### src/rtl/keypad_tone_sequencer.sv
// Records keypad presses into a note buffer and plays them back as a square wave, one note per NOTE_CYC clocks.
// Optional macro TONE_LOOP_EN: playback repeats until clear or a second play pulse.
module keypad_tone_sequencer #(
   parameter int KEY_W    = 4,
   parameter int DEPTH    = 16,
   parameter int N_W      = 12,
   parameter int BASE_N   = 1000,
   parameter int STEP_N   = 100,
   parameter int NOTE_CYC = 12_500_000
) (
   input  logic                   clk,
   input  logic                   rst,
   input  logic [KEY_W-1:0]       key_pos,
   input  logic                   key_valid,
   input  logic                   play,
   input  logic                   clear,
   output logic                   tone_out,
   output logic                   playing,
   output logic [$clog2(DEPTH):0] count,
   output logic                   full,
   output logic [N_W-1:0]         cur_n
);
   localparam int IDX_W = $clog2(DEPTH);
   localparam int CNT_W = IDX_W + 1;
   localparam int T_W   = $clog2(NOTE_CYC);
   localparam logic [N_W-1:0] N_MAX = '1;

   typedef enum logic {IDLE, PLAY} state_t;

   state_t             state_q, state_d;
   logic               key_valid_d;
   logic               press, start, stop, rec_en, note_end, last_note;
   logic [KEY_W-1:0]   note_mem [DEPTH];
   logic [IDX_W-1:0]   idx;
   logic [T_W-1:0]     note_tmr;
   logic [N_W-1:0]     half_cnt, note_n;
   logic [31:0]        n_wide;

   assign press     = key_valid & ~key_valid_d;
   assign full      = (count == CNT_W'(DEPTH));
   assign playing   = (state_q == PLAY);
   assign note_end  = playing & (note_tmr == T_W'(NOTE_CYC - 1));
   assign last_note = ({1'b0, idx} == count - CNT_W'(1));
   assign start     = (state_q == IDLE) & (state_d == PLAY);
   assign stop      = playing & (state_d == IDLE);
   // A play pulse that is accepted takes precedence over a simultaneous press.
   assign rec_en    = (state_q == IDLE) & press & ~full & ~start & ~clear;

   // Tone mapping evaluated wide, then clamped into N_W bits.
   assign n_wide = 32'(BASE_N) + 32'(STEP_N) * 32'(note_mem[idx]);
   assign note_n = (n_wide > 32'(N_MAX)) ? N_MAX : n_wide[N_W-1:0];
   assign cur_n  = playing ? note_n : '0;

   // NOTE: every output of this block gets a default first so no latch can be inferred.
   always_comb begin
      state_d = state_q;
      case (state_q)
         IDLE: if (play && count != '0) state_d = PLAY;
         PLAY: begin
`ifdef TONE_LOOP_EN
            if (play) state_d = IDLE;
`else
            if (note_end && last_note) state_d = IDLE;
`endif
         end
      endcase
      if (clear) state_d = IDLE;
   end

   // NOTE: registers use non-blocking assignments so all flops update from pre-edge values.
   always_ff @(posedge clk or negedge rst) begin
      if (!rst) state_q <= IDLE;
      else      state_q <= state_d;
   end

   always_ff @(posedge clk or negedge rst) begin
      if (!rst) begin
         key_valid_d <= 1'b0;
         count       <= '0;
         idx         <= '0;
         note_tmr    <= '0;
         half_cnt    <= '0;
         tone_out    <= 1'b0;
      end else begin
         key_valid_d <= key_valid;
         if (clear)       count <= '0;
         else if (rec_en) count <= count + CNT_W'(1);

         if (start) begin
            idx      <= '0;
            note_tmr <= '0;
            half_cnt <= '0;
            tone_out <= 1'b0;
         end else if (stop || !playing) begin
            tone_out <= 1'b0;
         end else if (note_end) begin
            idx      <= last_note ? '0 : idx + IDX_W'(1);
            note_tmr <= '0;
            half_cnt <= '0;
            tone_out <= 1'b0;
         end else begin
            note_tmr <= note_tmr + T_W'(1);
            if (cur_n == '0) begin
               half_cnt <= '0;
               tone_out <= 1'b0;
            end else if (half_cnt == cur_n - N_W'(1)) begin
               half_cnt <= '0;
               tone_out <= ~tone_out;
            end else begin
               half_cnt <= half_cnt + N_W'(1);
            end
         end
      end
   end

   // NOTE: the note buffer is deliberately not reset; count alone defines which entries are valid.
   always_ff @(posedge clk) begin
      if (rec_en) note_mem[count[IDX_W-1:0]] <= key_pos;
   end

endmodule

### config.mk
export PLATFORM = sky130hd
export DESIGN_NAME = keypad_tone_sequencer
export DESIGN_NICKNAME = d
export VERILOG_FILES = /design/src/rtl/keypad_tone_sequencer.sv
export SDC_FILE = /design/constraint.sdc
export NUM_CORES = 1
export LEC_CHECK = 0
export BUFFER_PORTS_ARGS = -buffer_cell sky130_fd_sc_hd__buf_2
export CORE_ASPECT_RATIO = 0.6
export CORE_MARGIN = 2
export CORE_UTILIZATION = 25
export CTS_CLUSTER_DIAMETER = 50
export DETAILED_ROUTE_END_ITERATION = 6
export SLEW_MARGIN = 20
export SYNTH_ARGS = -nofsm -noshare
export SYNTH_HDL_FRONTEND = slang
export SYNTH_SLANG_ARGS = --single-unit
export TNS_END_PERCENT = 1
### constraint.sdc
create_clock -name clk -period 15.86 [get_ports clk]
set_input_delay 0 -clock clk [delete_from_list [all_inputs] [get_ports clk]]
set_output_delay 0 -clock clk [all_outputs]
set_load 0.005 [all_outputs]
==> flow_summary.yaml, run 1 <==
outcome:
  status: "completed"
final_layout:
  drive_above_1_share_pct: 13.8
  multi_input_area_sq_um: 3010
  nets: 625
  regArea_sq_um: 3120
  nFillCells: 2597
  final_common_cell: "edfxtp_1"
  syn2layout_area_growth_pct: 12.9
  diodes: 0
  fin_cells: 929
  layout_common_cells: "64 x edfxtp_1, 52 x nor2_1, 48 x nand2_1, 48 x dfrtp_1"
worst_setup_path:
  cp_slowest_stage_delay_ns: 0.99
  critPathLaunchType: "flop"
  critPathKind: "reg -> reg"
  cp_cell_sequence: "mux4_2 > mux2_2 > o21ai_0 > inv_1 > ha_1 > inv_1 > fa_1 > nor4b_2 > nor4b_1 > a2111oi_0 > nand3_1 > xor2_1 > mux2_2 > a2111oi_0 > o311a_1 > nor3_1 > a221o_1"
  startpoint: "idx[0]"
  rrSetupSlack_ns: 8.89
  reg2regPathDepth: 17
  reg2reg_from: "idx[0]"
  path_max_fanout: 19
  r2r-end: "half_cnt[6]"
  arrival_ns: 7.21
  required_ns: 16.10
  endpoint_kind: "flop"
  slowest_stage: "dfrtp_1"
  worstSetupEndpoint: "half_cnt[6]"
power:
  ir_drop_mv: 0.0840
  p_leak_nw: 2.64
  p_per_area_nw_per_um2: 142
placed_design:
  numPortBuffers: 26
  dp_hpwl_mm: 11.3
  dpl.cell_count: 910
  gp_congestion: 0.794
timing:
  final_hold_viol_count: 0
  setup_viol: 0
  hold_ws_ns: 0.0277
  fin_skew_ns: 0.0139
  tns_ns: 0
  maxSlewHeadroom_pct: 33.9
  rsz0062_at_grt: "false"
  period_minus_slack_ns: 6.97
  drv_slew: 0
  fmaxAchievable_ghz: 0.143
  finalCritPeriodShare_pct: 44.0
  worst_pin_slew_ns: 0.985
global_routing:
  use_met1_pct: 20.2
  antenna_found_initial: 0
  grt_max_degree: 49
  grt_pass1_vias: 4309
  grt_usage_pct: 11.9
  gr-usage-met3_pct: 2.63
  grt.overflow.total: 0
  busiest_layer: "met1"
  grt_pass1_wl_mm: 24.9
  met2_usage_pct: 14.7
logic_synthesis:
  ys_seq_area_share_pct: 49.2
  netlist_area_sq_um: 6350
  synth-edff-count: 64
  synth_ff_type: "edfxtp_1"
  synth_warnings: 0
  syn_inst: 577
  synth_area_per_cell_sq_um: 11.0
  ys_ff_latch: 112
  ys_types: 67
  async_reset_ff_share_pct: 42.9
min_path:
  worstHoldPathType: "in -> reg"
floorplan:
  dieHeight_microns: 127
  core_sq_um: 25100
  ioPinCount: 29
  row_count: 45
  dieArea_sq_um: 26700
  initial_core_util_pct: 25.3
  die_w_microns: 210
clock_network:
  cts.reportedPaths.clkPinSlew_ns: 0.09
  clock-sinks: 112
  cts_hold_buf: 3
  worst_skew_pair.late_latency_ns: 0.35
  cts_resized: 0
  cts_tree: "done"
  cts_made_buffers: 9
  root_buffer: "clkbuf_16"
  cts_max_level: 3
  post_cts_buffers: 0
  clk_path_buf_depth: 2
route:
  ant_nets: 0
  vias: 4580
  dr.pass1.iters: 4
  drtIter0Drc: 423
  routed_wl_mm: 15.3
  drc: 0
  routed_via_density: 4.93
  wl_per_cell_microns: 16.5
flow_run:
  cap_viol_max_count: 0
## report_power, final
part           switching (mW)  internal [mW]
Combinational           0.252          0.182
Clock                   0.117          0.128
Sequential             0.0236          0.317
## worst min path at each step
| stage | start | end | slack, ns | cells after the start |
|---|---|---|---|---|
| floorplan | rst | count[0] | -0.30 | 0 |
| global placement | rst | note_tmr[11] | 0.15 | 2 |
| global route | key_pos[3] | note_mem[2][3] | 0.01 | 1 |
| detailed placement | rst | note_tmr[10] | 0.15 | 2 |
| finish | key_pos[0] | note_mem[5][0] | 0.03 | 1 |
| CTS | key_pos[3] | note_mem[15][3] | 0.02 | 1 |
## cell usage after synthesis, types with 17 or more instances
library cell / instances / share of area, %
inv_1: 21 / 1.2
nor3_1: 19 / 1.5
o21ai_0: 26 / 2.1
ha_1: 20 / 3.9
edfxtp_1: 64 / 30
mux4_2: 17 / 6.0
xnor2_1: 21 / 2.9
clkbuf_1: 18 / 1.1
nor2_1: 52 / 3.1
a21oi_1: 17 / 1.3
nand3_1: 19 / 1.5
nand2_1: 48 / 2.8
xor2_1: 20 / 2.8
dfrtp_1: 48 / 19
## registers in the layout, summed over array words and instances, names as in the netlist
register / cells
note_mem: 64
note_tmr: 24
half_cnt: 12
count: 5
idx: 4
key_valid_d: 1
playing: 1
tone_out: 1
## cell type report
cell class | instances | area share, %
Clock buffer | 9 | 3.14
Clock inverter | 7 | 1.34
Inverter | 23 | 1.21
Multi-Input combinational cell | 413 | 42.0
Sequential cell | 112 | 43.6
Tap cell | 329 | 5.75
Timing Repair Buffer | 36 | 2.97
## worst max-delay path, delay by kind of cell, from the launching register on
family                     cells  cell delay (ns)
AOI/OAI and AO/OA              5             1.98
xor gates and xnor gates       1             0.28
adders and majority gates      2             1.00
buffers and inverters          2             0.27
DFF                            1             0.99
muxes                          3             1.28
and+or+nand+nor                4             1.05
## per-stage QoR
step | instance area (sq um) | util, % | setup WS (ns) | total power [mW]
after floorplan | 6350 | - | 10.31 | 0.677
after global placement | 6810 | 27.1 | 9.24 | 0.772
after detailed placement | 6810 | 27.1 | 8.98 | 0.775
after CTS | 7160 | 28.5 | 8.95 | 1.02
after global routing | 7160 | 28.5 | 8.19 | 1.09
final | 7160 | 28.5 | 8.89 | 1.02
## per-layer routing
layer | up-vias | share of wire [%]
met5 | - | 0
met4 | 0 | 0.56
met3 | 10 | 6.4
met2 | 146 | 37
met1 | 2244 | 56
li1 | 2180 | -
## logic make-up (layout without fill, tap and decap cells)
| group | Yosys count | in the layout | share of synthesized area (%) |
|---|---|---|---|
| buffers and inverters | 53 | 75 | 3.45 |
| AO/OA/AOI/OAI | 105 | 105 | 12.0 |
| AND/OR/NAND/NOR | 213 | 213 | 16.9 |
| adder cells (fa/ha/maj) | 21 | 21 | 4.26 |
| XOR/XNOR | 42 | 42 | 6.01 |
| multiplexers | 30 | 30 | 8.16 |
| flip-flops | 112 | 112 | 49.2 |
| other | 1 | 2 | 0.0591 |
(Power assumes the default switching activity.)
==> inputs of run 2 (changes only) <==
--- a/config.mk
+++ b/config.mk
@@ -5,6 +5,7 @@
 export SDC_FILE = /design/constraint.sdc
 export NUM_CORES = 1
 export LEC_CHECK = 0
+export ABC_AREA = 1
 export BUFFER_PORTS_ARGS = -buffer_cell sky130_fd_sc_hd__buf_2
 export CORE_ASPECT_RATIO = 0.6
 export CORE_MARGIN = 2
==> constraint.sdc (replaced) <==
create_clock -name clk -period 6.9 [get_ports clk]
set_input_delay 0 -clock clk [delete_from_list [all_inputs] [get_ports clk]]
set_output_delay 0 -clock clk [all_outputs]
set_load 0.005 [all_outputs]
==> flow_summary.yaml, run 2 <==
final_layout:
  diodes: 0
  fin_util_pct: 28.7
  final_common_cell: "nand2_1"
  drive_above_1_share_pct: 9.40
  nets: 823
  syn2layout_area_growth_pct: 12.2
  largest_reg_flops: 64
  layout_common_cells: "155 x nand2_1, 114 x inv_1, 80 x nor2_1"
logic_synthesis:
  synth_top_area_share_pct: 29.6
  syn_inst: 772
  synth_most_common_cell: "nand2_1"
  synth_ff_type: "edfxtp_1"
  synthTopCellsByCount: "155 x nand2_1, 114 x inv_1, 80 x nor2_1, 70 x nand3_1, 64 x edfxtp_1"
  synth_largest_area_cell: "edfxtp_1"
  synth_area_leaders: "edfxtp_1 30%, dfrtp_1 19%, nand2_1 9.0%"
  ys_seq_area_share_pct: 48.1
  ys_types: 46
  ys_ff_latch: 112
  netlist_area_sq_um: 6490
  synth_warnings: 0
  synth_area_per_cell_sq_um: 8.41
  async_reset_ff_share_pct: 42.9
  synth-edff-count: 64
power:
  p_per_area_nw_per_um2: 400
  p_total_mw: 2.91
  ir_drop_mv: 0.252
  p_leak_nw: 3.13
placed_design:
  numPortBuffers: 26
  gp_congestion: 0.908
  dp_hpwl_mm: 12.4
timing:
  fin_skew_ns: 0.0145
  period_minus_slack_ns: 4.87
  setup_viol: 0
  rsz0062_at_grt: "false"
  drv_slew: 0
  tns_ns: 0
  hold_ws_ns: 0.0282
  maxSlewHeadroom_pct: 40.6
  final_hold_viol_count: 0
  finalCritPeriodShare_pct: 70.6
  fmaxAchievable_ghz: 0.205
  worst_pin_slew_ns: 0.885
worst_setup_path:
  required_ns: 7.13
  slowest_stage: "dfrtp_1"
  arrival_ns: 5.11
  critPathLaunchType: "flop"
  cp_cell_sequence: "buf_4 > o21ai_0 > o22ai_1 > o21ai_0 > o22ai_1 > ha_1 > ha_1 > inv_1 > fa_1 > xnor2_1 > nor4_1 > nand3_1 > nand2_1 > nand3_1 > nand2_1 > inv_1 > nand2_1 > nand2_1 > nand2_1 > inv_2 > nor2_4 > nand2_4 > nand2_1 > o21ai_1"
  cp_num_buf_inv: 4
  critPathKind: "reg -> reg"
  endpoint_kind: "flop"
  critical_path.top_delay_family: "simple AND/OR/NAND/NOR gates"
  path_common_cell: "nand2_1"
  path_max_fanout: 24
  cp_slowest_stage_delay_ns: 0.86
route:
  dr.pass1.iters: 5
  wl_per_cell_microns: 14.3
  ant_nets: 0
  vias: 5203
  routed_wl_mm: 16.5
  drtIter0Drc: 606
  routed_via_density: 4.52
  drc: 0
global_routing:
  grt_pass1_wl_mm: 26.5
  antenna_found_initial: 0
  grt.overflow.total: 0
  grt_usage_pct: 12.4
  grt_pass1_vias: 4742
  grt_max_degree: 49
floorplan:
  ioPinCount: 29
  row_count: 45
  die_w_microns: 212
  core_sq_um: 25400
  dieHeight_microns: 129
  initial_core_util_pct: 25.6
  dieArea_sq_um: 27300
clock_network:
  root_buffer: "clkbuf_16"
  clk_path_buf_depth: 2
  cts_resized: 0
  cts.reportedPaths.clkPinSlew_ns: 0.09
  cts_made_buffers: 9
  clock-sinks: 112
  cts_tree: "done"
  worst_skew_pair.late_latency_ns: 0.36
  cts_max_level: 3
min_path:
  worstHoldPathType: "in -> reg"
flow_run:
  cap_viol_max_count: 0
outcome:
  status: "completed"
==> run 2: changes by cell type after synthesis, sizes merged, moves of 10 or more <==
cell / previous run / this run
o21ai: 28 / 45
xnor2: 21 / 4
clkbuf: 18 / 3
inv: 21 / 122
mux4: 17 / 0
nand2: 48 / 164
or3: 10 / 0
nor2: 52 / 85
nand2b: 11 / 0
nand3: 19 / 75
and3: 12 / 2
==> run 2: final timing paths <==
kind	start	to	slack, ns	cells after the start
setup / recovery	idx[0]	half_cnt[9]	2.03	24
hold / removal	key_pos[3]	note_mem[10][3]	0.03	1
hold reg to reg	note_tmr[0]	note_tmr[0]	0.54	1
min in group asynchronous	rst	half_cnt[10]	0.27	3
max in group asynchronous	rst	note_tmr[8]	6.16	3
setup reg to reg	idx[0]	half_cnt[9]	2.03	24
==> run 2: metal layers <==
layer  GRT usage (%)  part of all wire, %  routed length, microns
met1            20.5                   53                    8680
met2            15.4                   36                    5990
met3            3.91                   10                    1710
met4            1.70                 0.53                      87
met5               0                    0                       0
==> run 2: cell families (layout without fill, tap and decap cells) <==
kind of cell,after synthesis,count (layout),share of synthesized area (%)
simple gates,390,390,28.2
buf+inv,144,169,9.43
flops,112,112,48.1
compound gates,79,79,6.69
xor+xnor,25,25,3.37
fa+ha+maj,21,21,4.17
other cells,1,2,0.0578
==> run 2: area by class of cell <==
type	count	area [sq um]
inverter	123	464
timing repair buffer	30	165
multi-input combinational	517	2760
clock buffer	9	225
tap	352	440
clock inverter	7	104
fill	2719	18100
sequential	112	3120
==> run 2: per-stage QoR <==
step           instances  worst slack, ns  instance area [sq um]
2_1_floorplan        773             3.13                   6490
3_3_place_gp        1132             2.22                   6930
3_5_place_dp        1132             2.10                   6930
4_1_cts             1150             2.10                   7280
5_1_grt             1150             1.54                   7280
6_report            1150             2.03                   7280
==> run 2: what timing repair did <==
action                                  4_1_cts  5_1_grt
buffers inserted                              0        0
endpoints found under the setup margin        0        0
hold buffers                                  2        0
hold endpoints to repair                     49        0
==> run 2: where the power goes <==
part           total (mW)  switching [mW]  internal (mW)
sequential          0.889           0.116          0.774
combinational        1.46           0.964          0.494
clock               0.566           0.294          0.272
total                2.91            1.37           1.54
==> inputs of run 3 (changes only) <==
--- a/config.mk
+++ b/config.mk
@@ -5,7 +5,7 @@
 export SDC_FILE = /design/constraint.sdc
 export NUM_CORES = 1
 export LEC_CHECK = 0
-export ABC_AREA = 1
+export ABC_AREA = 0
 export BUFFER_PORTS_ARGS = -buffer_cell sky130_fd_sc_hd__buf_2
 export CORE_ASPECT_RATIO = 0.6
 export CORE_MARGIN = 2
==> constraint.sdc (replaced) <==
create_clock -name clk -period 4.5 [get_ports clk]
set_input_delay 0 -clock clk [delete_from_list [all_inputs] [get_ports clk]]
set_output_delay 0 -clock clk [all_outputs]
set_load 0.005 [all_outputs]
==> flow_summary.yaml, run 3 (synthesis results as in run 1) <==
timing:
  period_minus_slack_ns: 5.19
  setup_viol: 13
  finalCritPeriodShare_pct: 115
  tns_ns: -8.12
  fin_skew_ns: 0.0130
  worst_pin_slew_ns: 0.728
  setup_slack_ns: -0.693
  maxSlewHeadroom_pct: 51.1
  final_hold_viol_count: 0
  fmaxAchievable_ghz: 0.193
  rsz0062_at_grt: "true"
  drv_slew: 0
floorplan:
  die_w_microns: 210
  row_count: 45
  ioPinCount: 29
  dieArea_sq_um: 26700
  core_sq_um: 25100
  initial_core_util_pct: 25.3
  dieHeight_microns: 127
route:
  routed_via_density: 4.90
  routed_wl_mm: 16.5
  ant_nets: 0
  vias: 4893
  dr.pass1.iters: 5
  wl_per_cell_microns: 16.5
  drtIter0Drc: 521
  drc: 0
worst_setup_path:
  reg2regPathDepth: 19
  slowest_stage: "fa_1"
  cp_cell_sequence: "buf_12 > mux4_2 > mux2i_1 > a21oi_4 > buf_6 > ha_4 > inv_4 > fa_1 > nor4b_4 > nor4b_2 > a2111oi_2 > nand3_2 > xor2_2 > mux2_4 > a2111oi_4 > o311a_4 > buf_6 > nor2_2 > a221o_1"
  endpoint_kind: "flop"
  critPathLaunchType: "flop"
  path_max_fanout: 8
  reg2reg_from: "idx[0]"
  path_common_cell: "buf_6"
  arrival_ns: 5.43
  critPathKind: "reg -> reg"
  required_ns: 4.73
  critical_path.top_delay_family: "compound AO/OA/AOI/OAI gates"
  rrSetupSlack_ns: -0.69
  r2r-end: "half_cnt[6]"
  cp_slowest_stage_delay_ns: 0.57
  cp_num_buf_inv: 4
power:
  ir_drop_mv: 0.304
  p_sw_share_pct: 37.4
  power.switching_mw: 1.66
  p_per_area_nw_per_um2: 556
  intPower_mw: 2.78
  p_total_mw: 4.43
  pwr-share-seq_pct: 26.2
  clkPwrFrac_pct: 18.6
  p_leak_nw: 3.03
  comb_power_share_pct: 55.2
final_layout:
  regArea_sq_um: 3120
  nets: 695
  layout_common_cells: "70 x buf_4, 64 x edfxtp_1, 50 x nor2_1"
  multi_input_area_sq_um: 3260
  final_common_cell: "buf_4"
  fin_cells: 999
  diodes: 0
  drive_above_1_share_pct: 28.1
  design_area_sq_um: 7980
  syn2layout_area_growth_pct: 25.7
  largest_reg_flops: 64
  nFillCells: 2541
global_routing:
  antenna_found_initial: 0
  grt.overflow.total: 0
  grt_pass1_vias: 4725
  grt_pass1_wl_mm: 26.8
  grt_usage_pct: 12.9
  grt_max_degree: 49
outcome:
  status: "finished with violations"
  violations: "negative setup slack"
clock_network:
  cts.reportedPaths.clkPinSlew_ns: 0.09
  clock-sinks: 112
  cts_max_level: 3
  cts_tree: "done"
  root_buffer: "clkbuf_16"
  clk_path_buf_depth: 2
  cts_made_buffers: 9
  worst_skew_pair.late_latency_ns: 0.35
min_path:
  min_path_cells: 1
  worstHoldPathType: "in -> reg"
  hp-start: "key_pos[0]"
  hold_end: "note_mem[9][0]"
flow_run:
  cap_viol_max_count: 0
placed_design:
  dpl-instance-area_sq_um: 7350
  numPortBuffers: 26
  dp_hpwl_mm: 12.3
  dpl.cell_count: 972
  dp_slack_ns: -1.00
  gp_congestion: 0.817
==> run 3: changes by cell type in the layout (fill, tap and decap cells not counted), sizes merged, moves of 8 or more <==
cell | before | now
xnor2 | 4 | 21
inv | 127 | 25
o41ai | 0 | 8
o21ai | 45 | 28
nor2 | 85 | 52
mux4 | 0 | 17
nand2 | 164 | 48
buf | 28 | 103
mux2i | 0 | 9
or3 | 0 | 10
nand2b | 0 | 11
and3 | 2 | 12
nand3 | 75 | 19
==> run 3: repair_timing <==
item	CTS	global route
buffers inserted	7	2
endpoints found under the setup margin	13	15
hold endpoints to repair	54	0
pin swaps	16	12
resized for setup	22	21
hold buffers	3	0
==> run 3: stage by stage <==
stage / hold slack (ns) / util, %
2_1_floorplan: -0.296 / -
3_3_place_gp: 0.154 / 29.3
3_5_place_dp: 0.145 / 29.3
4_1_cts: 0.0236 / 31.3
5_1_grt: 0.0238 / 31.8
6_report: 0.0207 / 31.8
==> run 3: worst max path at each step <==
stage            from           end  slack, ns  cells past startpoint
6_report       idx[0]   half_cnt[6]      -0.69                     19
3_5_place_dp   idx[1]   half_cnt[6]      -1.00                     19
3_3_place_gp   idx[0]   half_cnt[7]      -0.79                     20
4_1_cts        idx[0]  half_cnt[10]      -0.69                     20
5_1_grt        idx[0]  half_cnt[10]      -0.93                     21
2_1_floorplan  idx[0]   half_cnt[2]      -0.50                     20
==> run 3: worst reg2reg max path, stage by stage (launching register included) <==
cell	delay, ns
dfrtp_1	0.41
buf_12	0.15
mux4_2	0.53
mux2i_1	0.31
a21oi_4	0.13
buf_6	0.14
ha_4	0.27
inv_4	0.03
fa_1	0.57
nor4b_4	0.37
nor4b_2	0.11
a2111oi_2	0.31
nand3_2	0.17
xor2_2	0.23
mux2_4	0.33
a2111oi_4	0.29
o311a_4	0.29
buf_6	0.13
nor2_2	0.04
a221o_1	0.26
==> run 3: power by group through the flow <==
stage	Clock, mW	Sequential, mW	Combinational [mW]
2_1_floorplan	0	1.17	1.32
3_3_place_gp	0	1.18	2.15
3_5_place_dp	0	1.18	2.16
4_1_cts	0.836	1.16	2.28
5_1_grt	0.884	1.17	2.67
6_report	0.826	1.16	2.45
==> run 3: area by class of cell <==
class                      instances  share of cell area (%)
timing repair buffer             106                    9.74
clock buffer                       9                    2.82
multi-input combinational        413                    40.9
sequential                       112                    39.2
clock inverter                     7                    1.11
inverter                          23                    1.11
tap                              329                    5.16
==> run 3: per-layer routing <==
metal / part of all wire [%] / routed length (microns) / global-route usage (%)
met4: 0.47 / 77 / 2.17
met3: 6.6 / 1080 / 3.10
met5: 0 / 0 / 0
met2: 38 / 6340 / 17.0
met1: 55 / 9000 / 20.8
